<file path="src/rtl/jogo_memoria_param_pkg.sv">
// Shared definitions for the memory game: FSM state codes and the LFSR
// that generates the symbol sequence.
package jogo_memoria_param_pkg;

  typedef enum logic [3:0] {
    INICIAL     = 4'h0,
    PREPARA     = 4'h1,
    MOSTRA_ON   = 4'h2,
    MOSTRA_OFF  = 4'h3,
    PROX_MOSTRA = 4'h4,
    ESPERA      = 4'h5,
    REGISTRA    = 4'h6,
    COMPARA     = 4'h7,
    PROX_JOGADA = 4'h8,
    PROX_RODADA = 4'h9,
    GANHOU      = 4'hA,
    PERDEU      = 4'hB
  } estado_t;

  localparam logic [7:0] LFSR_TAPS = 8'hB8;

  // One step of the right-shifting Galois LFSR.
  function automatic logic [7:0] lfsr_passo(input logic [7:0] s);
    return {1'b0, s[7:1]} ^ (s[0] ? LFSR_TAPS : 8'h00);
  endfunction

endpackage

</file>
<file path="src/rtl/jogo_memoria_param_contador.sv">
// Modulo-M cycle counter with synchronous clear; fim flags the last counted
// cycle so the FSM can leave a state after exactly M cycles.
module contador_param
  import jogo_memoria_param_pkg::*;
#(
  parameter int M = 4
) (
  input  logic clock,
  input  logic reset,
  input  logic zera,
  input  logic conta,
  output logic fim
);

  localparam int W = (M > 1) ? $clog2(M) : 1;
  localparam logic [W-1:0] ULTIMO = W'(M - 1);

  logic [W-1:0] valor_q;
  logic [W-1:0] valor_d;

  always_comb begin
    valor_d = valor_q;
    if (zera) begin
      valor_d = '0;
    end else if (conta) begin
      valor_d = (valor_q == ULTIMO) ? '0 : valor_q + W'(1);
    end
  end

  always_ff @(posedge clock) begin
    if (reset) begin
      valor_q <= '0;
    end else begin
      valor_q <= valor_d;
    end
  end

  assign fim = conta && (valor_q == ULTIMO);

endmodule

</file>
<file path="src/rtl/jogo_memoria_param.sv">
// Simon-style memory game: shows a growing LFSR-generated sequence on the
// LEDs (or plays blind) and checks the player's button presses against it.
module jogo_memoria_param
  import jogo_memoria_param_pkg::*;
#(
  parameter int         N_BOTOES     = 4,
  parameter int         PROFUNDIDADE = 16,
  parameter int         T_ON         = 1000,
  parameter int         T_OFF        = 500,
  parameter int         T_TIMEOUT    = 5000,
  parameter logic [7:0] SEMENTE      = 8'hA5
) (
  input  logic                clock,
  input  logic                reset,
  input  logic                jogar,
  input  logic                memoria,
  input  logic [N_BOTOES-1:0] botoes,
  output logic [N_BOTOES-1:0] leds,
  output logic                ganhou,
  output logic                perdeu,
  output logic                pronto,
  output logic                timeout,
  output logic [3:0]          db_estado,
  output logic [7:0]          db_endereco,
  output logic [7:0]          db_rodada,
  output logic [N_BOTOES-1:0] db_jogada
);

  localparam int                IDX_W         = (N_BOTOES > 1) ? $clog2(N_BOTOES) : 1;
  localparam logic [7:0]        SEED          = SEMENTE;
  localparam logic [7:0]        ULTIMA_RODADA = 8'(PROFUNDIDADE - 1);
  localparam logic [N_BOTOES-1:0] UM          = N_BOTOES'(1);

  estado_t             estado_q;
  logic [N_BOTOES-1:0] leds_q;
  logic                ganhou_q, perdeu_q, pronto_q, timeout_q;
  logic [7:0]          endereco_q, rodada_q;
  logic [N_BOTOES-1:0] jogada_q;
  logic [N_BOTOES-1:0] botoes_q;
  logic [7:0]          lfsr_q;
  logic                modo_q;

  logic [7:0]          lfsr_prox;
  logic [N_BOTOES-1:0] simbolo_atual, simbolo_prox, simbolo_semente;
  logic                inicio, jogada_borda, jogada_ok;
  logic                fim_on, fim_off, fim_timeout;

  assign lfsr_prox       = lfsr_passo(lfsr_q);
  assign simbolo_atual   = UM << lfsr_q[IDX_W-1:0];
  assign simbolo_prox    = UM << lfsr_prox[IDX_W-1:0];
  assign simbolo_semente = UM << SEED[IDX_W-1:0];

  assign inicio = jogar && (estado_q == INICIAL || estado_q == GANHOU || estado_q == PERDEU);

  // botoes_q follows the buttons even during reset, so a press held across
  // reset release never looks like a fresh edge.
  assign jogada_borda = (|botoes) && !(|botoes_q);
  assign jogada_ok    = (jogada_q != '0) && ((jogada_q & (jogada_q - UM)) == '0)
                        && (jogada_q == simbolo_atual);

  contador_param #(.M(T_ON)) u_t_on (
    .clock (clock),
    .reset (reset),
    .zera  (inicio),
    .conta (estado_q == MOSTRA_ON),
    .fim   (fim_on)
  );

  contador_param #(.M(T_OFF)) u_t_off (
    .clock (clock),
    .reset (reset),
    .zera  (inicio),
    .conta (estado_q == MOSTRA_OFF),
    .fim   (fim_off)
  );

  contador_param #(.M(T_TIMEOUT)) u_t_timeout (
    .clock (clock),
    .reset (reset),
    .zera  (inicio || estado_q == REGISTRA),
    .conta (estado_q == ESPERA),
    .fim   (fim_timeout)
  );

  always_ff @(posedge clock) begin
    botoes_q <= botoes;
    if (reset) begin
      estado_q   <= INICIAL;
      leds_q     <= '0;
      ganhou_q   <= 1'b0;
      perdeu_q   <= 1'b0;
      pronto_q   <= 1'b0;
      timeout_q  <= 1'b0;
      endereco_q <= 8'd0;
      rodada_q   <= 8'd0;
      jogada_q   <= '0;
      lfsr_q     <= SEED;
      modo_q     <= 1'b0;
    end else begin
      case (estado_q)
        INICIAL, GANHOU, PERDEU: begin
          if (jogar) begin
            estado_q   <= PREPARA;
            rodada_q   <= 8'd0;
            endereco_q <= 8'd0;
            ganhou_q   <= 1'b0;
            perdeu_q   <= 1'b0;
            pronto_q   <= 1'b0;
            timeout_q  <= 1'b0;
            modo_q     <= memoria;
          end
        end
        PREPARA: begin
          lfsr_q <= SEED;
          if (modo_q) begin
            estado_q <= MOSTRA_ON;
            leds_q   <= simbolo_semente;
          end else begin
            estado_q <= ESPERA;
          end
        end
        MOSTRA_ON: begin
          if (fim_on) begin
            estado_q <= MOSTRA_OFF;
            leds_q   <= '0;
          end
        end
        MOSTRA_OFF: begin
          if (fim_off) estado_q <= PROX_MOSTRA;
        end
        PROX_MOSTRA: begin
          if (endereco_q == rodada_q) begin
            endereco_q <= 8'd0;
            lfsr_q     <= SEED;
            estado_q   <= ESPERA;
          end else begin
            endereco_q <= endereco_q + 8'd1;
            lfsr_q     <= lfsr_prox;
            leds_q     <= simbolo_prox;
            estado_q   <= MOSTRA_ON;
          end
        end
        ESPERA: begin
          // A press landing on the final timeout cycle takes priority.
          if (jogada_borda) begin
            estado_q <= REGISTRA;
          end else if (fim_timeout) begin
            estado_q  <= PERDEU;
            perdeu_q  <= 1'b1;
            pronto_q  <= 1'b1;
            timeout_q <= 1'b1;
          end
        end
        REGISTRA: begin
          jogada_q <= botoes;
          estado_q <= COMPARA;
        end
        COMPARA: begin
          if (!jogada_ok) begin
            estado_q <= PERDEU;
            perdeu_q <= 1'b1;
            pronto_q <= 1'b1;
          end else if (endereco_q < rodada_q) begin
            estado_q <= PROX_JOGADA;
          end else begin
            estado_q <= PROX_RODADA;
          end
        end
        PROX_JOGADA: begin
          endereco_q <= endereco_q + 8'd1;
          lfsr_q     <= lfsr_prox;
          estado_q   <= ESPERA;
        end
        PROX_RODADA: begin
          if (rodada_q == ULTIMA_RODADA) begin
            estado_q <= GANHOU;
            ganhou_q <= 1'b1;
            pronto_q <= 1'b1;
          end else begin
            rodada_q   <= rodada_q + 8'd1;
            endereco_q <= 8'd0;
            lfsr_q     <= SEED;
            if (modo_q) begin
              estado_q <= MOSTRA_ON;
              leds_q   <= simbolo_semente;
            end else begin
              estado_q <= ESPERA;
            end
          end
        end
        default: estado_q <= INICIAL;
      endcase
    end
  end

  assign leds        = leds_q;
  assign ganhou      = ganhou_q;
  assign perdeu      = perdeu_q;
  assign pronto      = pronto_q;
  assign timeout     = timeout_q;
  assign db_estado   = estado_q;
  assign db_endereco = endereco_q;
  assign db_rodada   = rodada_q;
  assign db_jogada   = jogada_q;

endmodule

</file>
<file path="config.mk">
export PLATFORM = sky130hd
export DESIGN_NAME = jogo_memoria_param
export DESIGN_NICKNAME = d
export VERILOG_FILES = /design/src/rtl/jogo_memoria_param_pkg.sv /design/src/rtl/jogo_memoria_param_contador.sv /design/src/rtl/jogo_memoria_param.sv
export SDC_FILE = /design/constraint.sdc
export NUM_CORES = 1
export LEC_CHECK = 0
export ABC_CLOCK_PERIOD_IN_PS = 2500
export BUFFER_PORTS_ARGS = -buffer_cell sky130_fd_sc_hd__buf_2
export CORE_ASPECT_RATIO = 1.75
export CORE_MARGIN = 8
export CORE_UTILIZATION = 55
export DETAILED_ROUTE_END_ITERATION = 8
export GPL_TIMING_DRIVEN = 0
export PLACE_DENSITY = 0.75
export SETUP_SLACK_MARGIN = 0.2
export SLEW_MARGIN = 20
export SYNTH_ARGS = -nofsm -noshare
export SYNTH_HDL_FRONTEND = slang
export SYNTH_SLANG_ARGS = --single-unit
export TNS_END_PERCENT = 5
</file>
<file path="constraint.sdc">
create_clock -name clock -period 2.5 [get_ports clock]
set_input_delay 0 -clock clock [delete_from_list [all_inputs] [get_ports clock]]
set_output_delay 0 -clock clock [all_outputs]
set_load 0.02 [all_outputs]
</file>
==> flow_summary.yaml <==
placement:
  dp_hpwl_um: 7280
  place_inst: 591
  pre_cts_slack_ns: 0.0946
  io_buffers: 38
  gp_congestion: 0.989
  dpl_cell_area_um2: 4380
flow_run:
  max_cap_viol_count: 0
critical_path:
  r2r_slack_ns: 0.19
  crit_chain: "ha_1, and4b_1, buf_1, a21boi_2, a211o_1, o21bai_1, o31a_1"
  rr_worst_depth: 7
  cp_max_fo: 9
  arrival_ns: 2.55
  cp_top_family: "compound AO/OA/AOI/OAI gates"
  crit_path_end_kind: "register"
  reg2reg_to: "db_estado[0]"
  worst-path-buf-inv: 1
  reg2reg_from: "db_rodada[0]"
  cp-start-kind: "register"
  slowest_stage: "dfxtp_1"
  critPathKind: "reg2reg"
  critPathRequiredTime_ns: 2.73
  critPathMaxStageDelay_ns: 0.51
pwr:
  power.density_nw_per_um2: 895
  ir_drop_mv: 0.710
  finalPower_w: 0.00426
  p_int_w: 0.00278
  p_sw_w: 0.00148
  p_leak_nw: 1.82
  clkPwrFrac: 0.332
  p_sw_frac: 0.348
  seq_power_share: 0.333
  p_comb_frac: 0.335
detailed_routing:
  drc: 0
  drtIter0Drc: 147
  dr_total_vias: 3618
  drtPass1Iterations: 5
  vias_per_cell: 5.91
  ant_nets: 0
  routed_wl_um: 9870
  wl_per_cell_um: 16.1
grt:
  grt_pass1_wl_um: 16400
  grt_max_degree: 14
  grt_use_total: 0.198
  first_global_vias: 3489
  grt_overflow: 0
  antenna_found_initial: 0
logic_synthesis:
  synthTopCellsByCount: "dfxtp_1, nor2_1, nand2_1"
  synth_seq_area_share: 0.378
  synthArstFlopShare: 0
  synth_top_area_frac: 0.378
  syn_avg_cell_area_um2: 8.73
  netlist_area_um2: 4080
  synth_most_common_cell: "dfxtp_1"
  netlist_instances: 467
  ys_warn_count: 0
  synth_edf_count: 0
  synth-seq-cells: 77
  synthDistinctLibCells: 69
  synthTopCellsByArea: "dfxtp_1, nor2_1, xor2_1"
  yosysTopAreaCell: "dfxtp_1"
  syn-num-nets: 488
  synth_ff_type: "dfxtp_1"
cts:
  tritoncts: "done"
  cts-root-buf: "clkbuf_16"
  cts.path.max_buffers: 2
  clk_pin_slew_ns: 0.06
  postCtsSetupBuffers: 0
  clock-sinks: 77
  numCtsBuffers: 9
  h-tree-depth: 3
  clk_latency_ns: 0.34
layout:
  syn2layout_area_growth_pct: 16.8
  fin_nets: 542
  drive_above_1_share: 0.158
  fillers: 591
  final_area_um2: 4760
  antenna_cells: 0
  stdcell_count: 612
timing:
  finalHoldViolations: 0
  fin_ws_ns: 0.186
  maxSlewViolCount: 0
  fin_worst_skew_ns: 0.00897
  tightest_slew_ns: 0.830
  finalCritPeriodShare: 0.926
  max_freq_mhz: 432
  rsz0062_at_grt: "yes"
  slew_headroom: 0.443
  setup_viol: 0
  setup_tns_ns: 0
  fin_crit_ns: 2.31
floorplanning:
  ios: 40
  start_util: 0.568
  dieArea_um2: 10500
  die_x_um: 81.1
  rows: 41
  coreArea_um2: 7180
  die_h_um: 130
outcome:
  outcome: "finished, final reports clean"
min_path:
  min_to: "lfsr_q[2]"
  hold_class: "in2reg"
  min-delay-start: "reset"
  worstHoldPathCells: 2
==> layout by cell type, fill, tap and decap left out, drive strengths merged, types with 6 or more instances in the layout <==
cell type / netlist / final
buf: 13 / 51
xnor2: 19 / 19
a22oi: 6 / 6
and3: 10 / 10
nand2: 28 / 28
mux2i: 10 / 10
a21oi: 20 / 20
nand4: 13 / 13
o21ai: 9 / 9
nor3: 9 / 9
ha: 13 / 13
dfxtp: 77 / 77
or3: 6 / 6
xor2: 20 / 20
inv: 15 / 15
clkbuf: 10 / 20
nand2b: 10 / 10
nand3: 12 / 12
nor2: 73 / 73
nor4: 8 / 8
==> flip-flops by register name, indices dropped and copies added, names as in the netlist <==
| name | cells |
|---|---|
| pronto | 1 |
| db_jogada | 4 |
| botoes_q | 4 |
| leds | 4 |
| modo_q | 1 |
| u_t_on.valor_q | 10 |
| u_t_off.valor_q | 9 |
| perdeu | 1 |
| db_rodada | 8 |
| db_endereco | 8 |
| ganhou | 1 |
| lfsr_q | 8 |
| u_t_timeout.valor_q | 13 |
| db_estado | 4 |
| timeout | 1 |
==> power groups by stage <==
stage / Combinational, W / Sequential [W] / Clock (W)
2_1_floorplan: 0.00101 / 0.00148 / 0
3_3_place_gp: 0.00136 / 0.00144 / 0
3_5_place_dp: 0.00138 / 0.00144 / 0
4_1_cts: 0.00141 / 0.00142 / 0.00143
5_1_grt: 0.00155 / 0.00143 / 0.00147
6_report: 0.00143 / 0.00142 / 0.00142
==> worst max path at each step <==
stage                 startpoint  cells past startpoint  slack, ns             end
floorplan           db_rodada[0]                      8       0.37         leds[3]
global placement    db_rodada[0]                      8       0.09         leds[1]
detailed placement  db_rodada[0]                      8       0.09         leds[0]
CTS                 db_rodada[5]                      7       0.08  db_endereco[6]
global route        db_estado[1]                      6       0.02    db_estado[1]
finish              db_rodada[0]                      7       0.19    db_estado[0]
==> routing by layer <==
metal	track usage	vias to the layer above	routed length, um
li1	-	1801	-
met1	0.204	1735	3930
met2	0.360	63	5410
met3	0.0358	19	278
met4	0.110	0	251
met5	0	-	0
==> metrics by stage <==
| step | utilization | hold slack (ns) |
|---|---|---|
| 2_1_floorplan | - | 0.0277 |
| 3_3_place_gp | 0.609 | 0.128 |
| 3_5_place_dp | 0.609 | 0.132 |
| 4_1_cts | 0.661 | 0.0841 |
| 5_1_grt | 0.663 | 0.111 |
| 6_report | 0.663 | 0.0700 |
==> cell families after synthesis <==
| logic type | count (synthesis) | synth area share |
|---|---|---|
| simple gates | 203 | 0.273 |
| compound gates | 86 | 0.157 |
| flops | 77 | 0.378 |
| xor+xnor | 39 | 0.0838 |
| buf+inv | 38 | 0.0408 |
| fa+ha+maj | 13 | 0.0399 |
| mux | 11 | 0.0273 |
==> repair_timing <==
action | 4_1_cts | 5_1_grt
hold buffers | 5 | 0
endpoints found under the hold margin | 9 | 0
setup endpoints to repair | 12 | 40
pin swaps | 1 | 0
resized for setup | 0 | 4
==> cell type report <==
type                            instances  area (um2)  area share
Sequential cell                        77        1540       0.324
Clock buffer                           10         239      0.0502
Multi-Input combinational cell        352        2380       0.500
Buffer                                 23         111      0.0234
Inverter                               15        56.3      0.0118
Timing Repair Buffer                   43         240      0.0505
Clock inverter                          6        86.3      0.0181
Tap cell                               86         108      0.0226
Note: power is estimated with default switching activity, not from simulation.
